**src/rtl/fp_mult_rr_scheduler_if.sv**
```systemverilog
// Requester/response bundle for fp_mult_rr_scheduler: packed per-requester operands,
// one-hot grant back to the requesters, and the tagged product stream.
interface fp_mult_rr_scheduler_if #(
    parameter int NREQ = 4,
    parameter int IDW  = 2
);
    logic [NREQ-1:0]    req_valid;
    logic [NREQ*32-1:0] req_a;
    logic [NREQ*32-1:0] req_b;
    logic [NREQ-1:0]    req_ready;
    logic               rsp_valid;
    logic [IDW-1:0]     rsp_id;
    logic [31:0]        rsp_data;

    // master = the requester side, slave = the scheduler
    modport master (
        output req_valid, req_a, req_b,
        input  req_ready, rsp_valid, rsp_id, rsp_data
    );

    modport slave (
        input  req_valid, req_a, req_b,
        output req_ready, rsp_valid, rsp_id, rsp_data
    );
endinterface

```
**src/rtl/fp_mult_rr_scheduler.sv**
```systemverilog
// Round-robin sharing of one fixed-latency pipelined FP multiplier among NREQ requesters.
// Optional per-requester grant counters are enabled with `define FP_MULT_SCHED_PERF_EN.
module fp_mult_rr_scheduler #(
    parameter int NREQ = 4,
    parameter int IDW  = 2,
    parameter int LAT  = 4
) (
    input  logic                 clk,
    input  logic                 reset_n,
    fp_mult_rr_scheduler_if.slave bus,
    output logic [31:0]          mul_dataa,
    output logic [31:0]          mul_datab,
    input  logic [31:0]          mul_result,
    output logic                 busy
`ifdef FP_MULT_SCHED_PERF_EN
    ,
    input  logic [IDW-1:0]       perf_sel,
    input  logic                 perf_clr,
    output logic [15:0]          perf_count
`endif
);

    logic [IDW-1:0]  ptr;
    logic            grant;
    logic [IDW-1:0]  g;
    logic [IDW-1:0]  idx;
    logic [NREQ-1:0] ready;

    logic [LAT:0]    tag_valid;
    logic [IDW-1:0]  tag_id [LAT+1];

    // Scan from ptr upward with wrap; walking offsets high-to-low lets the
    // closest requester to ptr overwrite any farther candidate.
    always_comb begin
        // NOTE: every variable gets a default first so no path can infer a latch.
        grant = 1'b0;
        g     = '0;
        idx   = '0;
        for (int k = NREQ - 1; k >= 0; k--) begin
            idx = IDW'((int'(ptr) + k) % NREQ);
            if (bus.req_valid[idx]) begin
                grant = 1'b1;
                g     = idx;
            end
        end
    end

    always_comb begin
        ready = '0;
        if (grant && reset_n) ready[g] = 1'b1;
    end

    assign bus.req_ready = ready;

    // NOTE: state is written with non-blocking assignments so every register
    // samples the pre-edge values, independent of process evaluation order.
    always_ff @(posedge clk or negedge reset_n) begin
        if (!reset_n) begin
            ptr       <= '0;
            mul_dataa <= '0;
            mul_datab <= '0;
        end else if (grant) begin
            ptr       <= (g == IDW'(NREQ - 1)) ? '0 : g + 1'b1;
            mul_dataa <= bus.req_a[32*g +: 32];
            mul_datab <= bus.req_b[32*g +: 32];
        end else begin
            mul_dataa <= '0;
            mul_datab <= '0;
        end
    end

    // Tag pipeline mirrors the multiplier: stage LAT lines up with mul_result.
    always_ff @(posedge clk or negedge reset_n) begin
        if (!reset_n) begin
            tag_valid <= '0;
            // NOTE: the id array is small and feeds rsp_id, so it is reset
            // explicitly rather than left as uninitialised storage.
            for (int s = 0; s <= LAT; s++) tag_id[s] <= '0;
        end else begin
            tag_valid <= {tag_valid[LAT-1:0], grant};
            tag_id[0] <= g;
            for (int s = 1; s <= LAT; s++) tag_id[s] <= tag_id[s-1];
        end
    end

    assign bus.rsp_valid = tag_valid[LAT];
    assign bus.rsp_id    = tag_valid[LAT] ? tag_id[LAT] : '0;
    assign bus.rsp_data  = mul_result;
    assign busy          = |tag_valid;

`ifdef FP_MULT_SCHED_PERF_EN
    logic [15:0] perf_cnt [NREQ];

    always_ff @(posedge clk or negedge reset_n) begin
        if (!reset_n) begin
            for (int i = 0; i < NREQ; i++) perf_cnt[i] <= '0;
            perf_count <= '0;
        end else begin
            for (int i = 0; i < NREQ; i++) begin
                if (perf_clr)
                    perf_cnt[i] <= '0;
                else if (grant && (g == IDW'(i)) && (perf_cnt[i] != 16'hFFFF))
                    perf_cnt[i] <= perf_cnt[i] + 16'd1;
            end
            // Clear also zeroes the read port so the cleared value shows next cycle.
            perf_count <= perf_clr ? 16'd0 : perf_cnt[perf_sel];
        end
    end
`endif

endmodule
```
**src/flat_wrapper.sv**
```systemverilog
// flat-port wrapper written by rule: the top's interface ports become plain ports
module fp_mult_rr_scheduler_flat 
#(
    parameter int NREQ = 4,
    parameter int IDW  = 2,
    parameter int LAT  = 4
)
  (clk, reset_n, mul_dataa, mul_datab, mul_result, busy, bus_req_valid, bus_req_a, bus_req_b, bus_req_ready, bus_rsp_valid, bus_rsp_id, bus_rsp_data);
  fp_mult_rr_scheduler_if #(.NREQ(NREQ), .IDW(IDW)) bus_i ();
  input  logic clk;
  input  logic reset_n;
  output logic [31:0] mul_dataa;
  output logic [31:0] mul_datab;
  input  logic [31:0] mul_result;
  output logic busy;
  input wire logic [$bits(bus_i.req_valid)-1:0] bus_req_valid;
  input wire logic [$bits(bus_i.req_a)-1:0] bus_req_a;
  input wire logic [$bits(bus_i.req_b)-1:0] bus_req_b;
  output wire logic [$bits(bus_i.req_ready)-1:0] bus_req_ready;
  output wire logic [$bits(bus_i.rsp_valid)-1:0] bus_rsp_valid;
  output wire logic [$bits(bus_i.rsp_id)-1:0] bus_rsp_id;
  output wire logic [$bits(bus_i.rsp_data)-1:0] bus_rsp_data;
  assign bus_i.req_valid = bus_req_valid;
  assign bus_i.req_a = bus_req_a;
  assign bus_i.req_b = bus_req_b;
  assign bus_req_ready = bus_i.req_ready;
  assign bus_rsp_valid = bus_i.rsp_valid;
  assign bus_rsp_id = bus_i.rsp_id;
  assign bus_rsp_data = bus_i.rsp_data;
  fp_mult_rr_scheduler #(.NREQ(NREQ), .IDW(IDW), .LAT(LAT)) u_core (.clk(clk), .reset_n(reset_n), .bus(bus_i), .mul_dataa(mul_dataa), .mul_datab(mul_datab), .mul_result(mul_result), .busy(busy));
endmodule
```
**config.mk**
```make
export PLATFORM = sky130hd
export DESIGN_NAME = fp_mult_rr_scheduler_flat
export DESIGN_NICKNAME = d
export VERILOG_FILES = /design/src/rtl/fp_mult_rr_scheduler_if.sv /design/src/rtl/fp_mult_rr_scheduler.sv /design/src/flat_wrapper.sv
export SDC_FILE = /design/constraint.sdc
export NUM_CORES = 1
export LEC_CHECK = 0
export ABC_AREA = 1
export CAP_MARGIN = 20
export CORE_AREA = 2 2 155 157
export DETAILED_ROUTE_END_ITERATION = 12
export DIE_AREA = 0 0 157 159
export SYNTH_ARGS = -nofsm -noshare
export SYNTH_HDL_FRONTEND = slang
export SYNTH_SLANG_ARGS = --single-unit
export TNS_END_PERCENT = 30
```
**constraint.sdc**
```tcl
create_clock -name clk -period 2.8 [get_ports clk]
set_input_delay 0.56 -clock clk [delete_from_list [all_inputs] [get_ports clk]]
set_output_delay 0.56 -clock clk [all_outputs]
set_load 0.005 [all_outputs]
```
Yosys cells after proc, flatten, opt, wreduce, memory -nomap -nowiden
Cells that the tools add are included.

word-level totals
  register bits = 81
  input bits = 294
  output and inout bits = 104
  logic and storage cells = 48

cells by class
  $add $sub $neg = 4
  $lt $le $gt $ge = 6
  equal/unequal tests = 1
  shift operators = 2
  muxes and demuxes = 23
  reductions and logical operators = 3

operators by type and width
  kind                                                 count
  variable part select 128 x 8 -> 32 bit               2
  2-to-1 mux 32 bit                                    2
  < comparator 2 x 3 -> 1 bit, second input constant   5
  2-to-1 mux 2 bit                                     6
  2-to-1 mux 1 bit                                     9
  binary-select mux 1 bit (select 2 bit)               4
  OR reduction 5 bit                                   1
  adder 2 x 1 -> 2 bit, second input constant          2
  adder 2 bit, second input constant                   2
  2-to-1 mux 4 bit                                     1
  demux 1 bit (select 2 bit)                           1
  equality test 2 bit, second input constant           1
  >= comparator 2 x 1 -> 1 bit, second input constant  1
  logical AND 1 bit                                    2

Logic depth before layout (Yosys ltp)
Gate-level depths: netlist (run 1).

  depth after elaboration = 12
  depth in mapped cells = 15
  depth with buffers taken out = 12

Worst setup path before layout (run 1)
No wires, ideal clock.

  kind = in2out
  from = in bus_req_valid[1]
  to = out bus_req_ready[3]
  arrival = 1.783 ns
  path slack = 0.457 ns
  stages on the path = 13
  path buffers = 2
  cells stage by stage = inv_1 -> o21ai_1 -> nand2_2 -> nand3_2 -> nand2_1 -> nand2_1 -> nand2_1 -> buf_4 -> buf_4 -> inv_2 -> ha_1 -> inv_1 -> nor2_1

on the way
  longest elaborated chain between the ends = 11
  elaborated cells between the ends (all ways) = 23
  those cells by class = order compare (2); mux (19); reduce/logical (2)

ends and longest elaborated chain
  what                                                                                               line                        text
  start, declared                                                                                    flat_wrapper.sv:16          input wire logic [$bits(bus_i.req_valid)-1:0] bus_req_valid;
  binary-select mux 1 bit (select 2 bit)                                                             fp_mult_rr_scheduler.sv:41  if (bus.req_valid[idx]) begin
  2-to-1 mux 1 bit (not written as such)                                                             fp_mult_rr_scheduler.sv:41
  2-to-1 mux 2 bit (3 in series)                                                                     fp_mult_rr_scheduler.sv:41
  2-to-1 mux 2 bit (*)                                                                               fp_mult_rr_scheduler.sv:41
  net u_core.g[0]                                                                                    fp_mult_rr_scheduler.sv:25  logic [IDW-1:0] g;
  < comparator 2 x 3 -> 1 bit (not written as such) or >= comparator 2 x 1 -> 1 bit (tied branches)  fp_mult_rr_scheduler.sv:50  if (grant && reset_n) ready[g] = 1'b1;
  logical AND 1 bit (not written as such)                                                            fp_mult_rr_scheduler.sv:50
  2-to-1 mux 1 bit (not written as such)                                                             fp_mult_rr_scheduler.sv:50
  demux 1 bit (select 2 bit) (*)                                                                     -
  2-to-1 mux 4 bit (*)                                                                               fp_mult_rr_scheduler.sv:50
  end, declared                                                                                      flat_wrapper.sv:19          output wire logic [$bits(bus_i.req_ready)-1:0] bus_req_ready;

The timed path passes the listed nets; every way through them passes the cells marked *. The select of a mux whose other input is x is not followed.

Worst setup path after layout (run 1)
  from = reg u_core.ptr[0]
  to = out bus_req_ready[1]

on the way
  longest elaborated chain between the ends = 12
  elaborated cells between the ends (all ways) = 26
  those cells by class = add/sub (3); order compare (2); mux (19); reduce/logical (2)

ends and longest elaborated chain
  what                                                                                               line                        text
  start, declared                                                                                    fp_mult_rr_scheduler.sv:23  logic [IDW-1:0] ptr;
  start signal, assigned                                                                             fp_mult_rr_scheduler.sv:63  ptr <= (g == IDW'(NREQ - 1)) ? '0 : g + 1'b1;
  adder 2 bit                                                                                        fp_mult_rr_scheduler.sv:40  idx = IDW'((int'(ptr) + k) % NREQ);
  binary-select mux 1 bit (select 2 bit)                                                             fp_mult_rr_scheduler.sv:41
  2-to-1 mux 1 bit (not written as such)                                                             fp_mult_rr_scheduler.sv:41
  2-to-1 mux 2 bit (3 in series)                                                                     fp_mult_rr_scheduler.sv:41
  2-to-1 mux 2 bit (*)                                                                               fp_mult_rr_scheduler.sv:41
  net u_core.g[0]                                                                                    fp_mult_rr_scheduler.sv:25
  < comparator 2 x 3 -> 1 bit (not written as such) or >= comparator 2 x 1 -> 1 bit (tied branches)  fp_mult_rr_scheduler.sv:50
  logical AND 1 bit (not written as such)                                                            fp_mult_rr_scheduler.sv:50
  2-to-1 mux 1 bit (not written as such)                                                             fp_mult_rr_scheduler.sv:50
  demux 1 bit (select 2 bit) (*)                                                                     -
  2-to-1 mux 4 bit (*)                                                                               fp_mult_rr_scheduler.sv:50

Marks and branches as above.

==> impl_summary.md, run 1 <==
Outcome
The run finished with clean final reports.

Timing
The max-slew violation count is 0. The maximum clock skew at final layout is 7.222 ps. The number of setup violations in the final report is 0.

The worst-margin pin slew is 829.0 ps. The worst path uses 98.54% of the clock period. The worst relative slew slack is 44.73%. The minimum clock period after layout is 2759 ps. The fmax is 362.4 MHz. Setup repair after global routing could not meet its margin everywhere. The number of failing hold endpoints at the final stage is 0.

Routing
The wire length reported by the detailed router is 23370 um. The initial detailed-routing violation count is 404. The residual DRC count is 0.

After detailed routing, the average wire length per cell comes to 15.63 um. Across all layers, the routed design uses 6621 vias. The count of antenna-violating nets left after detailed routing is 0. The post-detailed-route via-to-cell ratio is 4.429. The detailed-router iteration count before antenna repair is 6.

Die
The floorplan row count is 56. The die covers 24960 um2. The die height is 159 um. The die span in x is 157 um. The starting density of the core is 25.56%. During I/O placement, the number of pins put on the boundary was 398. The placeable core region is 23190 um2.

Placed design
The instance count after placement with tap cells included is 1467. Once detailed placement completed, the half-perimeter wirelength came to 16640 um. The number of port buffers is 333. Routability-driven placement finished with a final weighted congestion of 0.8754.

Layout
The area overhead of the layout relative to synthesis is 64.35%. The number of nets at the end of the flow is 1468. In the final layout, the share of cells above drive strength 1 is 7.149%. Summing all multi-input logic gate instances after layout gives 2646 um2.

The sequential cell area is 2028 um2. Once layout is complete, the cells apart from fillers number 1495. Counting the fill cells in the layout gives 2486.

Critical path
The slowest library cell on the worst path is dfrtp_2. Data on the critical path arrives at its endpoint at 2200 ps. Across all register-to-register paths, the minimum setup slack is 360 ps. The destination of the critical timing path is bus_req_ready[1].

The largest single stage delay on the critical path is 460 ps. Measured in cells, the most critical reg-to-reg path has a length of 12. At the worst endpoint, the required time is 2240 ps. The worst register-to-register path begins at u_core.ptr[0]. The startpoint type of the worst setup path is a register.

Along the worst path, the maximum fanout reaches 6. The critical path goes through buf_6, nand2_1, nand3_2, nand2_2, nand3_4, nand2_2, nand2_4, nand2_4, inv_2, ha_1, inv_1, nor2_1, dlygate4sd2_1. Tracing the worst setup path back leads to its startpoint at u_core.ptr[0]. The worst setup path is captured at an output pin.

The end of the worst register-to-register path is u_core.mul_dataa[22]. The path type of the worst setup path is reg2out.

Logic synthesis
After synthesis, the cell types taking the most area are dfrtp_1 (34%), nand3_1 (17%), inv_1 (13%), nand2_1 (9.8%), nand3b_1 (8.1%). The combined area of all synthesized cells is 5928 um2. The count of synthesis-stage warnings from yosys is 0. The synthesized design spends more area on one cell type than any other, namely dfrtp_1. After technology mapping, the gate count stands at 888. Of the synthesized area, sequential elements account for 34.19%. Counting flops with a built-in enable in the synthesized netlist gives 0.

The count of unique library cells instantiated by Yosys is 20. The predominant post-synthesis flop cell is dfrtp_1. The top cell type's share of synthesized area is 34.19%. The fraction of synthesis flops using an asynchronous set or reset pin is 100.0%.

Yosys instantiated no cell more often than inv_1. The number of nets in the synthesized netlist is 1186. The synthesized design contains 81 register bits. Each instance of the synthesized netlist takes up on average 6.676 um2. After synthesis, the most frequently instantiated cells are inv_1 (203), nand3_1 (198), nand2_1 (154), dfrtp_1 (81).

Global route
In the global route stage, overall resource usage came out at 18.15%. The global route total overflow is 0. The largest net degree at the start of global routing is 82.

The wire length of the first global-routing pass is 35060 um. The number of global-route vias before repair is 6315. The number of antenna violations at the first check in global routing came to 1.

Power and ir drop
Combinational cells account for 73.3% of the total power. Sequential cells burn 17.1% of the power. The power density over the cells is 1235 nW/um2.

Summed over all nets, the switching power comes to 0.005884 W. The fraction of power spent switching nets is 48.92%. Across the VDD grid, the largest voltage drop is 0.001786 V. The clock network power share is 9.7%. Cell internal power was estimated by the tool at 0.006144 W. Power comes to 0.01203 W. The leakage component of the power is 4.764 nW.

Clock tree
The number of sinks on the clock net is 81. The clock tree from TritonCTS is yes. The number of buffers added by the clock tree synthesis step is 9.

After clock tree synthesis, the clock-pin slew on the worst setup and hold paths is 70 ps. The CTS root buffer is clkbuf_16. The clock insertion delay at the later pin of the skew report is 340 ps.

The deepest level of the CTS H-tree is 3. The clock tree buffer depth is 2.

Job
Across the run, the number of max-cap violations was 0.

Worst hold path
The classification of the worst-slack hold path is in2async.
-- metal layers --
layer | up-vias | routed length (um) | GRT usage (%)
li1 | 3273 | - | -
met1 | 3047 | 9490 | 21.31
met2 | 256 | 11350 | 31.38
met3 | 45 | 1763 | 4.981
met4 | 0 | 767 | 6.714
met5 | - | 0 | 0
-- layout by cell type, fill, tap and decap left out, drive strengths merged --
cell type	n
nand3	199
inv	208
clkinvlp	3
dfrtp	81
buf	35
dlygate4sd2	5
clkinv	1
a21oi	64
nand3b	64
diode	1
o21a	1
xnor2	1
nand2	155
clkdlybuf4s50	324
nor2	9
ha	4
nor3	2
o21ai	5
clkbuf	14
-- per-stage QoR --
stage	TNS, ps	worst slack [ps]	utilization [%]	hold slack, ps	instance area [um2]
finish	0	40.81	42.01	254.8	9743
CTS	0	0.6946	41.80	348.8	9694
global placement	-4719	-371.2	40.14	333.2	9309
global route	-202.0	-89.70	42.01	310.2	9743
floorplan	0	457.2	-	264.4	5928
detailed placement	-5696	-399.4	40.14	334.7	9309
-- flip-flops by register name (all words and copies together) (netlist names) --
register / cells
u_core.mul_dataa: 32
u_core.ptr: 2
u_core.mul_datab: 32
u_core.tag_valid: 5
u_core.tag_id: 10
-- how the worst min path moves through the flow --
stage | to | slack (ps)
CTS | u_core.tag_id[3] | 350
finish | u_core.mul_dataa[29] | 250
floorplan | u_core.mul_dataa[0] | 260
detailed placement | u_core.tag_id[2] | 330
global placement | u_core.tag_id[1] | 330
global route | u_core.mul_datab[1] | 310
-- worst max-delay path: cells and delay by family (launching register included) --
kind                       cells  cell delay, ps
and+or+nand+nor                8             690
adders and majority gates      1             180
buffers and inverters          4             530
DFF                            1             460
-- power groups by stage --
stage | sequential, W | clock, W | combinational [W]
6_report | 0.00205 | 0.00117 | 0.00881
5_1_grt | 0.00212 | 0.00126 | 0.00981
3_5_place_dp | 0.00208 | 0 | 0.00853
4_1_cts | 0.00206 | 0.00121 | 0.00878
2_1_floorplan | 0.00211 | 0 | 0.00553
3_3_place_gp | 0.00207 | 0 | 0.00847
-- area by class of cell --
type | instances | share of cell area [%]
Sequential cell | 81 | 20.82
Clock inverter | 4 | 0.2825
Tap cell | 319 | 4.097
Antenna cell | 1 | 0.02568
Multi-Input combinational cell | 504 | 27.16
Inverter | 208 | 8.013
Timing Repair Buffer | 366 | 36.97
Clock buffer | 12 | 2.633
-- kinds of logic (layout without fill, tap and decap cells) --
logic type / Yosys count / after routing / share of synthesized area (%)
buf+inv: 303 / 590 / 23.15
simple gates: 429 / 429 / 35.58
fa+ha+maj: 4 / 4 / 0.8443
xor+xnor: 1 / 1 / 0.2745
compound gates: 70 / 70 / 5.952
other cells: 0 / 1 / 0
flops: 81 / 81 / 34.19
-- repair_timing --
item | 4_1_cts | 5_1_grt
gates resized for setup | 27 | 14
hold buffers | 0 | 0
buffers inserted | 8 | 3
pin swaps | 8 | 7
endpoints found under the setup margin | 4 | 4
Note: power is estimated with default switching activity, not from simulation.
==> inputs of run 2 (changes only) <==
--- a/config.mk
+++ b/config.mk
@@ -7,9 +7,9 @@
 export LEC_CHECK = 0
 export ABC_AREA = 1
 export CAP_MARGIN = 20
-export CORE_AREA = 2 2 155 157
+export CORE_AREA = 2 2 153 155
 export DETAILED_ROUTE_END_ITERATION = 12
-export DIE_AREA = 0 0 157 159
+export DIE_AREA = 0 0 155 157
 export SYNTH_ARGS = -nofsm -noshare
 export SYNTH_HDL_FRONTEND = slang
 export SYNTH_SLANG_ARGS = --single-unit
==> constraint.sdc (replaced) <==
create_clock -name clk -period 3.5 [get_ports clk]
set_input_delay 0.7 -clock clk [delete_from_list [all_inputs] [get_ports clk]]
set_output_delay 0.7 -clock clk [all_outputs]
set_load 0.005 [all_outputs]
==> run 2 against run 1 <==
  * Clock-buffer cell count down 3
  * Non-clock buffer count down 16
  * Setup slack improved by 330 ps
  * Sequential cell count stayed put
  * Combinational power down 23%
  * Cell count is 3.3% lower
  * Critical path depth stayed put
==> impl_summary.md, run 2 (synthesized netlist as in run 1, its figures left out) <==
Timing
The minimum clock period after layout is 3129 ps. Between clock sinks in the finished design, the worst skew comes to 4.627 ps. The number of failing hold endpoints at the final stage is 0. The number of setup violations in the final report is 0. The final worst-path cycle share is 89.40%. At the pin with the least slew margin, the transition time is 825.7 ps. Setup repair after global routing left no endpoint under its margin. For the final routed database, the setup TNS stands at 0 ps. The max-slew violation count is 0. The worst relative slew slack is 44.95%. The worst-case hold slack is 348.8 ps. The fmax is 319.6 MHz.

Global route
The largest net degree at the start of global routing is 129. In the global route stage, met3 resource usage came out at 4.570%. The number of global-route vias before repair was 6403. The layer flagged by global routing as most heavily used is met2.

The wire length of the first global-routing pass is 34620 um. The met1 global-route usage is 21.13%. The number of antenna violations at the first check in global routing is 1.

The total overflow left after global routing is 0. The routing usage on met2 is 32.06%. Across every metal layer, demand over resource in global routing totals 18.20%.

Layout
The post-layout instance area is 9549 um2. The largest registers in the layout are u_core.mul_dataa: 32 flops, u_core.mul_datab: 32 flops, u_core.tag_id: 10 flops. The filler cells instantiated in the layout total 2352.

The share of the core filled with cells in the final layout is 42.44%. For this run, the post-layout net count is 1452. Leaving out fill and tap cells, the most frequent cell in the layout is clkdlybuf4s50_1. The fraction of layout cells with a size suffix above 1 is 4.314%.

Leaving out fill and tap cells, the most frequent cells in the layout are clkdlybuf4s50_1 (328), inv_1 (203), nand3_1 (197), nand2_1 (151), dfrtp_1 (81). Relative to the synthesized area, the layout overhead comes to 61.08%.

Routing
Dividing the detail-routed via count by the number of cells gives 4.555. The residual DRC count is 0. The initial detailed-routing violation count is 257.

The routed wirelength normalized by instance count is 15.75 um. The wire length reported by the detailed router is 22760 um. The count of nets left with antenna violations once routing finished came out at 0. The via count is 6582. The first detailed-routing pass took 6 iterations.

Die
The placeable core region is 22500 um2. The initialized floorplan defines 55 standard-cell rows. During I/O placement, the number of pins put on the boundary was 398. The die span in x is 155 um. Once the floorplan was initialized, standard cells occupied 26.34% of the core. The die height is 157 um.

The floorplan step defined a die boundary enclosing 24340 um2.

Critical path
STA classifies the critical path endpoint as an output pin. The setup check on the worst reg-to-reg path leaves a slack of 880 ps. Broken down by cell family, the worst path's largest delay share belongs to buffers and inverters. For this run, the slowest stage of the critical path takes 490 ps. The slowest stage of the critical path is the clkdlybuf4s50_1 cell. The startpoint type of the worst setup path is an input port. Walking the worst path, the cells encountered are clkdlybuf4s50_1, inv_1, o21ai_1, nand2_1, nand3_2, nand2_2, nand2_4, nand2_4, inv_2, ha_1, inv_1, nor2_1, dlymetal6s2s_1. The data arrival time of the critical path is 2430 ps. At the worst endpoint, the required time is 2800 ps. Of all nets on the critical path, the largest fanout is 5.

The critical path contains buffers and inverters numbering 5 combined. The path type of the worst setup path is in2out.

Clock tree
CTS saw 81 sinks. The H-tree was split into 3 levels. At the later pin of the worst-skew pair, clock insertion delay measures 340 ps. The number of buffers added by the clock tree synthesis step is 9. After clock tree synthesis, the clock-pin slew on the worst setup and hold paths is 70 ps. TritonCTS built the clock tree. The CTS root buffer is clkbuf_16. The clock tree buffer depth is 2. The number of hold buffers added after CTS was 0.

Placed design
The instance area after placement is 9209 um2. The half-perimeter wire length after placement is 16190 um. The number of port buffers is 333. The routability congestion estimate from global placement is 0.8170.

Worst hold path
The classification of the worst-slack hold path is reg2reg.

Power and ir drop
IR analysis of the VDD net gives a maximum drop of 0.001089 V. The leakage component of the power is 4.745 nW. Power comes to 0.009407 W. Power spread over the standard cell area amounts to 985.1 nW/um2.

Outcome
The run finished with clean final reports.

Job
Across the run, the number of max-cap violations was 0.
==> run 2: per-stage QoR <==
step	setup WS (ps)	instances
floorplan	877.2	888
global placement	5.853	1427
detailed placement	-8.904	1427
CTS	8.374	1443
global route	217.6	1445
finish	371.0	1445
==> run 2: worst paths after layout <==
check / start / end / cells after the start
min: u_core.tag_id[7] / u_core.tag_id[5] / 0
max reg2reg: u_core.ptr[0] / u_core.mul_dataa[22] / 12
max in group asynchronous: reset_n / u_core.mul_dataa[30] / 3
min in group asynchronous: reset_n / u_core.tag_id[9] / 2
max: bus_req_valid[3] / bus_req_ready[3] / 13
min reg2reg: u_core.tag_id[7] / u_core.tag_id[5] / 0
==> run 2: worst reg2reg max path: stages, from the launching register on <==
cell and delay, ps:
dfrtp_1 590, inv_2 140, nand2_1 100, nand3_1 100
nand2_1 130, nand3_2 110, nand2_2 110, nand2_4 70
nand2_4 80, buf_4 610, nand2_1 200, nand3_1 100
a21oi_1 110
==> run 2: where the power goes <==
part           internal, W  total, W  switching (W)
clock             0.000568   0.00100       0.000434
combinational      0.00271   0.00675        0.00404
sequential         0.00149   0.00166       0.000161
total              0.00477   0.00941        0.00464
==> run 2: area by class of cell <==
| type | instances | area, um2 | area share, % |
|---|---|---|---|
| sequential | 81 | 2027 | 21.23 |
| tap | 285 | 356.6 | 3.734 |
| inverter | 208 | 780.7 | 8.176 |
| clock buffer | 9 | 225.2 | 2.358 |
| clock inverter | 7 | 86.33 | 0.9041 |
| multi-input combinational | 504 | 2577 | 26.99 |
| timing repair buffer | 350 | 3493 | 36.58 |
| antenna | 1 | 2.502 | 0.02621 |
==> run 2: timing repair <==
item / CTS / global route
endpoints found under the setup margin: 3 / 4
buffers inserted: 0 / 1
resized for setup: 2 / 5
pin swaps: 0 / 1
==> run 2: metal layers <==
metal	share of wire, %	up-vias
met3	7.7	45
met2	49	256
met4	3.5	0
li1	-	3245
met5	0	-
met1	40	3036
